==> src/rtl/branch_predictor.sv <==
`default_nettype none
// ============================================================================
// Module      : branch_predictor
// Description : Fetch-side branch predictor. A direct-mapped table of 2-bit
//               saturating counters sits alongside a branch target buffer.
//               The table is trained from EX-stage resolved outcomes. A
//               registered one-cycle mispredict/redirect pulse drives the PC
//               and flush logic.
//               Optional macro BP_STATS_EN adds branch and mispredict
//               statistics counters.
// Revision    : 1.0 - initial release
// ============================================================================
module branch_predictor #(
    parameter int         IDX_BITS = 4,
    parameter logic [1:0] CTR_INIT = 2'b01
) (
    input  logic        clk,
    input  logic        rst,
    input  logic [31:0] fetch_pc,
    output logic        pred_taken,
    output logic [31:0] pred_target,
    input  logic        res_valid,
    input  logic        res_is_branch,
    input  logic [31:0] res_pc,
    input  logic        res_taken,
    input  logic [31:0] res_target,
    input  logic        res_pred_taken,
    input  logic [31:0] res_pred_target,
    output logic        mispredict,
    output logic [31:0] redirect_pc
`ifdef BP_STATS_EN
    ,
    output logic [31:0] stat_branches,
    output logic [31:0] stat_mispredicts
`endif
);

    localparam int ENTRIES = 1 << IDX_BITS;
    localparam int TAG_W   = 30 - IDX_BITS;

    logic [ENTRIES-1:0]            valid_q,  valid_d;
    logic [ENTRIES-1:0][TAG_W-1:0] tag_q,    tag_d;
    logic [ENTRIES-1:0][31:0]      target_q, target_d;
    logic [ENTRIES-1:0][1:0]       ctr_q,    ctr_d;
    logic                          mispredict_q,  mispredict_d;
    logic [31:0]                   redirect_pc_q, redirect_pc_d;

    logic [IDX_BITS-1:0] w_fetch_idx;
    logic [TAG_W-1:0]    w_fetch_tag;
    logic                w_fetch_hit;
    logic [IDX_BITS-1:0] w_res_idx;
    logic [TAG_W-1:0]    w_res_tag;
    logic                w_res_hit;
    logic                w_res_br;
    logic                w_mis;

    assign w_fetch_idx = fetch_pc[IDX_BITS+1:2];
    assign w_fetch_tag = fetch_pc[31:IDX_BITS+2];
    assign w_res_idx   = res_pc[IDX_BITS+1:2];
    assign w_res_tag   = res_pc[31:IDX_BITS+2];
    assign w_res_br    = res_valid & res_is_branch;

    // Lookup reads the registered table only, so a same-cycle update is not bypassed
    always_comb begin
        w_fetch_hit = valid_q[w_fetch_idx] && (tag_q[w_fetch_idx] == w_fetch_tag);
        pred_taken  = w_fetch_hit && ctr_q[w_fetch_idx][1];
        pred_target = pred_taken ? target_q[w_fetch_idx] : (fetch_pc + 32'd4);
    end

    // Train the entry addressed by the resolved branch
    always_comb begin
        valid_d   = valid_q;
        tag_d     = tag_q;
        target_d  = target_q;
        ctr_d     = ctr_q;
        w_res_hit = valid_q[w_res_idx] && (tag_q[w_res_idx] == w_res_tag);
        if (w_res_br) begin
            if (w_res_hit) begin
                if (res_taken) begin
                    if (ctr_q[w_res_idx] != 2'b11) begin
                        ctr_d[w_res_idx] = ctr_q[w_res_idx] + 2'd1;
                    end
                    target_d[w_res_idx] = res_target;
                end else if (ctr_q[w_res_idx] != 2'b00) begin
                    ctr_d[w_res_idx] = ctr_q[w_res_idx] - 2'd1;
                end
            end else if (res_taken) begin
                // Allocation replaces any aliasing branch in this slot
                valid_d[w_res_idx]  = 1'b1;
                tag_d[w_res_idx]    = w_res_tag;
                target_d[w_res_idx] = res_target;
                ctr_d[w_res_idx]    = 2'b10;
            end
        end
    end

    // Detect a wrong direction or wrong taken target and form the redirect
    always_comb begin
        w_mis = w_res_br & ((res_taken != res_pred_taken) |
                            (res_taken & (res_pred_target != res_target)));
        mispredict_d  = w_mis;
        redirect_pc_d = redirect_pc_q;
        if (w_mis) begin
            redirect_pc_d = res_taken ? res_target : (res_pc + 32'd4);
        end
    end

    // Table and redirect state registers
    always_ff @(posedge clk or posedge rst) begin
        if (rst) begin
            valid_q       <= '0;
            tag_q         <= '0;
            target_q      <= '0;
            ctr_q         <= {ENTRIES{CTR_INIT}};
            mispredict_q  <= 1'b0;
            redirect_pc_q <= 32'd0;
        end else begin
            valid_q       <= valid_d;
            tag_q         <= tag_d;
            target_q      <= target_d;
            ctr_q         <= ctr_d;
            mispredict_q  <= mispredict_d;
            redirect_pc_q <= redirect_pc_d;
        end
    end

    assign mispredict  = mispredict_q;
    assign redirect_pc = redirect_pc_q;

`ifdef BP_STATS_EN
    logic [31:0] stat_branches_q,    stat_branches_d;
    logic [31:0] stat_mispredicts_q, stat_mispredicts_d;

    // Free-running wrap-around event counters
    always_comb begin
        stat_branches_d    = stat_branches_q    + {31'd0, w_res_br};
        stat_mispredicts_d = stat_mispredicts_q + {31'd0, w_mis};
    end

    // Statistics registers
    always_ff @(posedge clk or posedge rst) begin
        if (rst) begin
            stat_branches_q    <= 32'd0;
            stat_mispredicts_q <= 32'd0;
        end else begin
            stat_branches_q    <= stat_branches_d;
            stat_mispredicts_q <= stat_mispredicts_d;
        end
    end

    assign stat_branches    = stat_branches_q;
    assign stat_mispredicts = stat_mispredicts_q;
`endif

endmodule
`default_nettype wire

==> config.mk <==
export PLATFORM = sky130hd
export DESIGN_NAME = branch_predictor
export DESIGN_NICKNAME = d
export VERILOG_FILES = /design/src/rtl/branch_predictor.sv
export SDC_FILE = /design/constraint.sdc
export NUM_CORES = 2
export LEC_CHECK = 0
export BUFFER_PORTS_ARGS = -buffer_cell sky130_fd_sc_hd__buf_2
export CORE_ASPECT_RATIO = 1.25
export CORE_MARGIN = 2
export CORE_UTILIZATION = 59
export CTS_CLUSTER_SIZE = 20
export DETAILED_ROUTE_END_ITERATION = 8
export PLACE_DENSITY_LB_ADDON = 0.15
export SYNTH_ARGS = -nofsm -noshare
export SYNTH_HDL_FRONTEND = slang
export SYNTH_SLANG_ARGS = --single-unit
==> constraint.sdc <==
create_clock -name clk -period 67.2 [get_ports clk]
set_clock_uncertainty 0.2 [all_clocks]
set_input_delay 3.36 -clock clk [delete_from_list [all_inputs] [get_ports clk]]
set_output_delay 3.36 -clock clk [all_outputs]
set_load 0.1 [all_outputs]
# After elaboration in Yosys (flattened, before gate mapping)
# Index checks and enable logic that the tools add are counted.
dict set report op_classes {
  n_lt_le_gt_ge 3
  n_eq_ne 6
  bitwise 9
  reduce_logical 10
  add_sub_neg 4
  muxes 33
}
# op count
set op_table {}
lappend op_table {{$bwmux 512} 1}
lappend op_table {{$bwmux 416} 1}
lappend op_table {{$mux 32} 9}
lappend op_table {{$bmux 26 s4} 2}
lappend op_table {{$bmux 32 s4} 1}
lappend op_table {{$demux 32 s4} 1}
lappend op_table {{$demux 26 s4} 1}
lappend op_table {{$mux 26} 3}
lappend op_table {{$add 32x3->32 const B} 2}
lappend op_table {{$bwmux 32} 2}
lappend op_table {{$eq 26x26->1} 2}
lappend op_table {{$ne 32x32->1} 1}
lappend op_table {{$or 16x16->16} 2}
lappend op_table {{$and 16x16->16} 1}
lappend op_table {{$bmux 2 s4} 2}
lappend op_table {{$not 16->16} 1}
lappend op_table {{$lt 4x5->1 const B} 2}
lappend op_table {{$bmux 1 s4} 2}
lappend op_table {{$demux 2 s4} 1}
lappend op_table {{$mux 2} 3}
lappend op_table {{$reduce_bool 2->1} 3}
lappend op_table {{$demux 1 s4} 1}
lappend op_table {{$ge 4x1->1 const B} 1}
lappend op_table {{$logic_and 1x1->1} 4}
lappend op_table {{12 further kinds} 16}
dict set report totals {
  elab_cells 116
  reg_bits 1009
  out_inout_bits 66
}

# Logic depth before layout (Yosys ltp)
dict set report depth {
  word_depth 8
  depth_mapped 17
}

# Worst setup path before layout
# OpenSTA, ideal clock, no wires.
dict set report synth_path {
  kind {input -> output}
  from {input port fetch_pc[2]}
  to {output port pred_taken}
  arrival_ns 8.936
  slack_ns 54.704
  n_path_buf 5
  required_time_ns 63.640
  path_stages 11
  cell_sequence {buf_2 -> buf_6 -> buf_6 -> buf_4 -> buf_1 -> mux4_2 -> mux4_2 -> xor2_1 -> nor4_1 -> nand2_1 -> nor4_1}
}
dict set report synth_via {
  elab_chain_cells 5
  elab_cells_between_ends 9
  cone_classes {eq/ne: 1; mux: 6; reduce/logical: 2}
}
# element line
set synth_lines {}
lappend synth_lines {{start, declared} 19} ;# input logic [31:0] fetch_pc,
lappend synth_lines {{$bmux 26 s4} 65} ;# w_fetch_hit = valid_q[w_fetch_idx] && (tag_q[w_fetch_idx] == w_fetch_tag);
lappend synth_lines {{$mux 26 (implied by the code)} 65}
lappend synth_lines {{$eq 26x26->1} 65}
lappend synth_lines {{$logic_and 1x1->1} 65}
lappend synth_lines {{$logic_and 1x1->1 *} 66} ;# pred_taken = w_fetch_hit && ctr_q[w_fetch_idx][1];
lappend synth_lines {{end, declared} 20} ;# output logic pred_taken,
# Every way passes the cells marked *; elsewhere a longest branch is shown, timed or not. The select of a mux whose other input is x is not followed.

# Worst setup path after layout
dict set report layout_path {
  from {input port fetch_pc[3]}
  to {output port pred_target[0]}
}
dict set report layout_via {
  elab_chain_cells 6
  elab_cells_between_ends 12
  cone_classes {eq/ne: 1; mux: 9; reduce/logical: 2}
}
# element line
set layout_lines {}
lappend layout_lines {{$bmux 26 s4} 65}
lappend layout_lines {{$mux 26 (implied by the code)} 65}
lappend layout_lines {{$eq 26x26->1} 65}
lappend layout_lines {{$logic_and 1x1->1} 65}
lappend layout_lines {{$logic_and 1x1->1} 66}
lappend layout_lines {{$mux 32 *} 67} ;# pred_target = pred_taken ? target_q[w_fetch_idx] : (fetch_pc + 32'd4);
lappend layout_lines {{end, declared} 21} ;# output logic [31:0] pred_target,
# Marked as above.

==> flow_summary.yaml <==
run_status:
  status: "finished clean"
clock_network:
  htreeDepth: 3
  cts_tree: "built"
  post_cts_buffers: 0
  ctsRootBufferMaster: "clkbuf_16"
  numClockSinks: 1009
  ctsResizeCount: 0
  cts_buffer_depth: 3
  hold_buffers: 0
  path_clk_slew_ns: 0.06
  insertion_delay_ns: 0.69
  cts_inserted_buffers: 103
critical_path:
  crit_top_cell: "buf_4"
  crit_fanout: 93
  worst-path-stages: 12
  crit_buf_inv: 5
  rr_startpoint: "tag_q[410]"
  crit_path_end_kind: "output port"
  crit_type: "primary input to output port"
  critPathTopFamily: "buffers and inverters"
  startpoint_type: "primary input"
  required_ns: 63.64
  startpoint: "fetch_pc[3]"
  arrival_ns: 9.56
  cp_slowest_cell: "or4b_4"
  path_cells: "buf_8 -> buf_4 -> buf_4 -> buf_4 -> mux4_2 -> mux4_2 -> xnor2_1 -> nand2_1 -> or4_1 -> or4b_4 -> mux2_2 -> buf_2"
  critical_path.max_stage_delay_ns: 0.88
  r2r_cells: 11
synth:
  yosys-top-cells-area: "dfrtp_1 (48%), mux2_2 (21%), mux4_2 (17%)"
  syn-num-nets: 3695
  yosysSeqAreaShare_pct: 48.96
  async_flop_share_pct: 100.0
  netlist_instances: 3554
  yosysMostFrequentCell: "dfrtp_1"
  synth.top_cell.area_share_pct: 48.14
  synth_area_per_cell_um2: 14.52
  ys_ff_latch: 1009
  synthFlopType: "dfrtp_1"
  synthTopCellsByCount: "dfrtp_1 (993), mux2_2 (956), mux4_2 (384)"
  yosysTopAreaCell: "dfrtp_1"
  yosysWarnings: 0
  syn_area_um2: 51620
  synth_edf_count: 0
  synth_cell_types: 64
floorplan:
  die_y_um: 334.7
  start_util_pct: 59.40
  ios: 200
  die_x_um: 268.6
  rows: 121
  core_um2: 86900
  die_area_um2: 89880
drt:
  drt_iter0_drc: 3164
  vias: 32980
  wl_um: 156000
  drc_errors: 0
  wire_per_inst_um: 32.26
  routed_via_density: 6.820
  ant_nets: 0
  dr.pass1.iters: 5
placed_design:
  hpwl_um: 96180
  preCtsSetupSlack_ns: 54.10
  place_area_um2: 53290
  numPortBuffers: 199
  dp_cells: 4636
  place_congestion: 0.9119
sta:
  hold_violations: 0
  min_period_ns: 13.12
  worst_slack_ns: 54.08
  finalMaxSlewViolations: 0
  setup_tns_ns: 0
  max_slew.worst_pin.slew_ns: 1.176
  max_freq_mhz: 76.20
  fin_crit_sh_pct: 19.53
  relSlewSlack_pct: 21.57
  finalSetupViolCount: 0
  grt_setup_unrepaired: "no"
global_route:
  met1_usage_pct: 46.01
  grt_pass1_wl_um: 230800
  grt_pass1_vias: 34910
  antenna_found_initial: 15
  met2_usage_pct: 55.08
  grt_start_max_net_pins: 188
  track_usage_pct: 35.47
  grt_util_met3_pct: 8.026
  top_usage_layer: "met2"
  overflow: 0
finish:
  drive_above_1_share_pct: 50.98
  multi_input_area_um2: 24900
  fin_util_pct: 65.54
  ff_latch_area_um2: 25270
  final_cells: 4835
  fillers: 6254
  fin_area_um2: 56960
  area_growth_pct: 10.35
  layout.nets: 3715
run:
  maxCapViolCount: 0
pwr:
  p_leak_nw: 25.68
  vdd_ir_drop_max_mv: 0.02561
  p_per_area_nw_per_um2: 29.01
min_path:
  min_path_type: "flip-flop to flip-flop"
  hold_path_depth: 2
  worstHoldStart: "target_q[491]"
==> area by class of cell <==
class | count | area share, %
Timing Repair Buffer | 273 | 2.818
Clock buffer | 149 | 5.274
Tap cell | 1168 | 2.566
Multi-Input combinational cell | 2171 | 43.71
Clock inverter | 44 | 1.129
Sequential cell | 1009 | 44.36
Antenna cell | 5 | 0.02197
Inverter | 16 | 0.1186
==> routing by layer <==
layer | vias to the layer above | part of all wire, %
met5 | - | 0.050
met3 | 479 | 8.5
met1 | 17600 | 38
met2 | 1588 | 47
li1 | 13290 | -
met4 | 14 | 6.4
==> where the power goes <==
| group | total [W] | leakage, nW | switching (W) | internal (W) |
|---|---|---|---|---|
| sequential | 0.000741 | 13.3 | 0.0000518 | 0.000690 |
| clock | 0.000615 | 1.78 | 0.000247 | 0.000368 |
| combinational | 0.000296 | 10.6 | 0.000155 | 0.000141 |
| total | 0.00165 | 25.7 | 0.000454 | 0.00120 |
==> sequential cells by signal, indices dropped and copies added (netlist names) <==
name         cells
tag_q          416
ctr_q           32
valid_q         16
redirect_pc     32
mispredict       1
target_q       512
==> worst paths after layout <==
path,endpoint,slack [ns]
worst min-delay path,target_q[491],0.27
worst max register to register,tag_q[378],62.31
max in group asynchronous,target_q[196],59.09
worst max-delay path,pred_target[0],54.08
worst min register to register,target_q[491],0.27
min in group asynchronous,tag_q[324],2.67
==> metrics by stage <==
step                      total power [W]  hold slack, ns
after floorplan                 0.0009620          0.2408
after global placement           0.001025          0.2521
after detailed placement         0.001044          0.2583
after CTS                        0.001657          0.2766
after global routing             0.001710          0.2982
final                            0.001652          0.2748
==> cell families after synthesis <==
kind of cell	synth area share (%)
AO/OA/AOI/OAI	2.504
XOR/XNOR	2.257
adder cells (fa/ha/maj)	0.1697
buffers and inverters	3.149
flip-flops	48.96
multiplexers	39.10
AND/OR/NAND/NOR	3.869
==> placed cells by master, fill, tap and decap left out, types with 10 or more instances in the layout <==
master     synthesis  routed
dfrtp_1          993     993
mux2_2           956     956
mux4_2           384     384
buf_2             78     193
nand2_1          183     183
clkbuf_16          0     106
nor2_1            89      76
buf_4             15      74
mux2i_1           72      72
xnor2_1           70      70
xor2_1            63      63
o21ai_0           45      45
nand3_1           38      34
a22oi_1           26      26
nand4_1           25      25
clkbuf_1         223      24
a21oi_1           24      23
a21oi_2           20      20
clkbuf_8           0      19
nand2b_1          29      17
clkinv_2           0      16
dfstp_2           16      16
nor4_1            15      15
bufinv_16          0      15
inv_1             15      14
a32oi_1           13      13
nor2_4             0      13
o211ai_1          12      12
nand2b_2           0      12
a22o_1            10      10
==> worst register-to-register path: cells and delay by family, from the launching register on <==
| kind | cells | cell delay (ns) |
|---|---|---|
| compound gates | 3 | 0.84 |
| buf+inv | 2 | 0.89 |
| mux | 2 | 0.93 |
| simple gates | 4 | 1.53 |
| flops | 1 | 0.39 |
No activity file was read; power rests on OpenSTA's default activity.
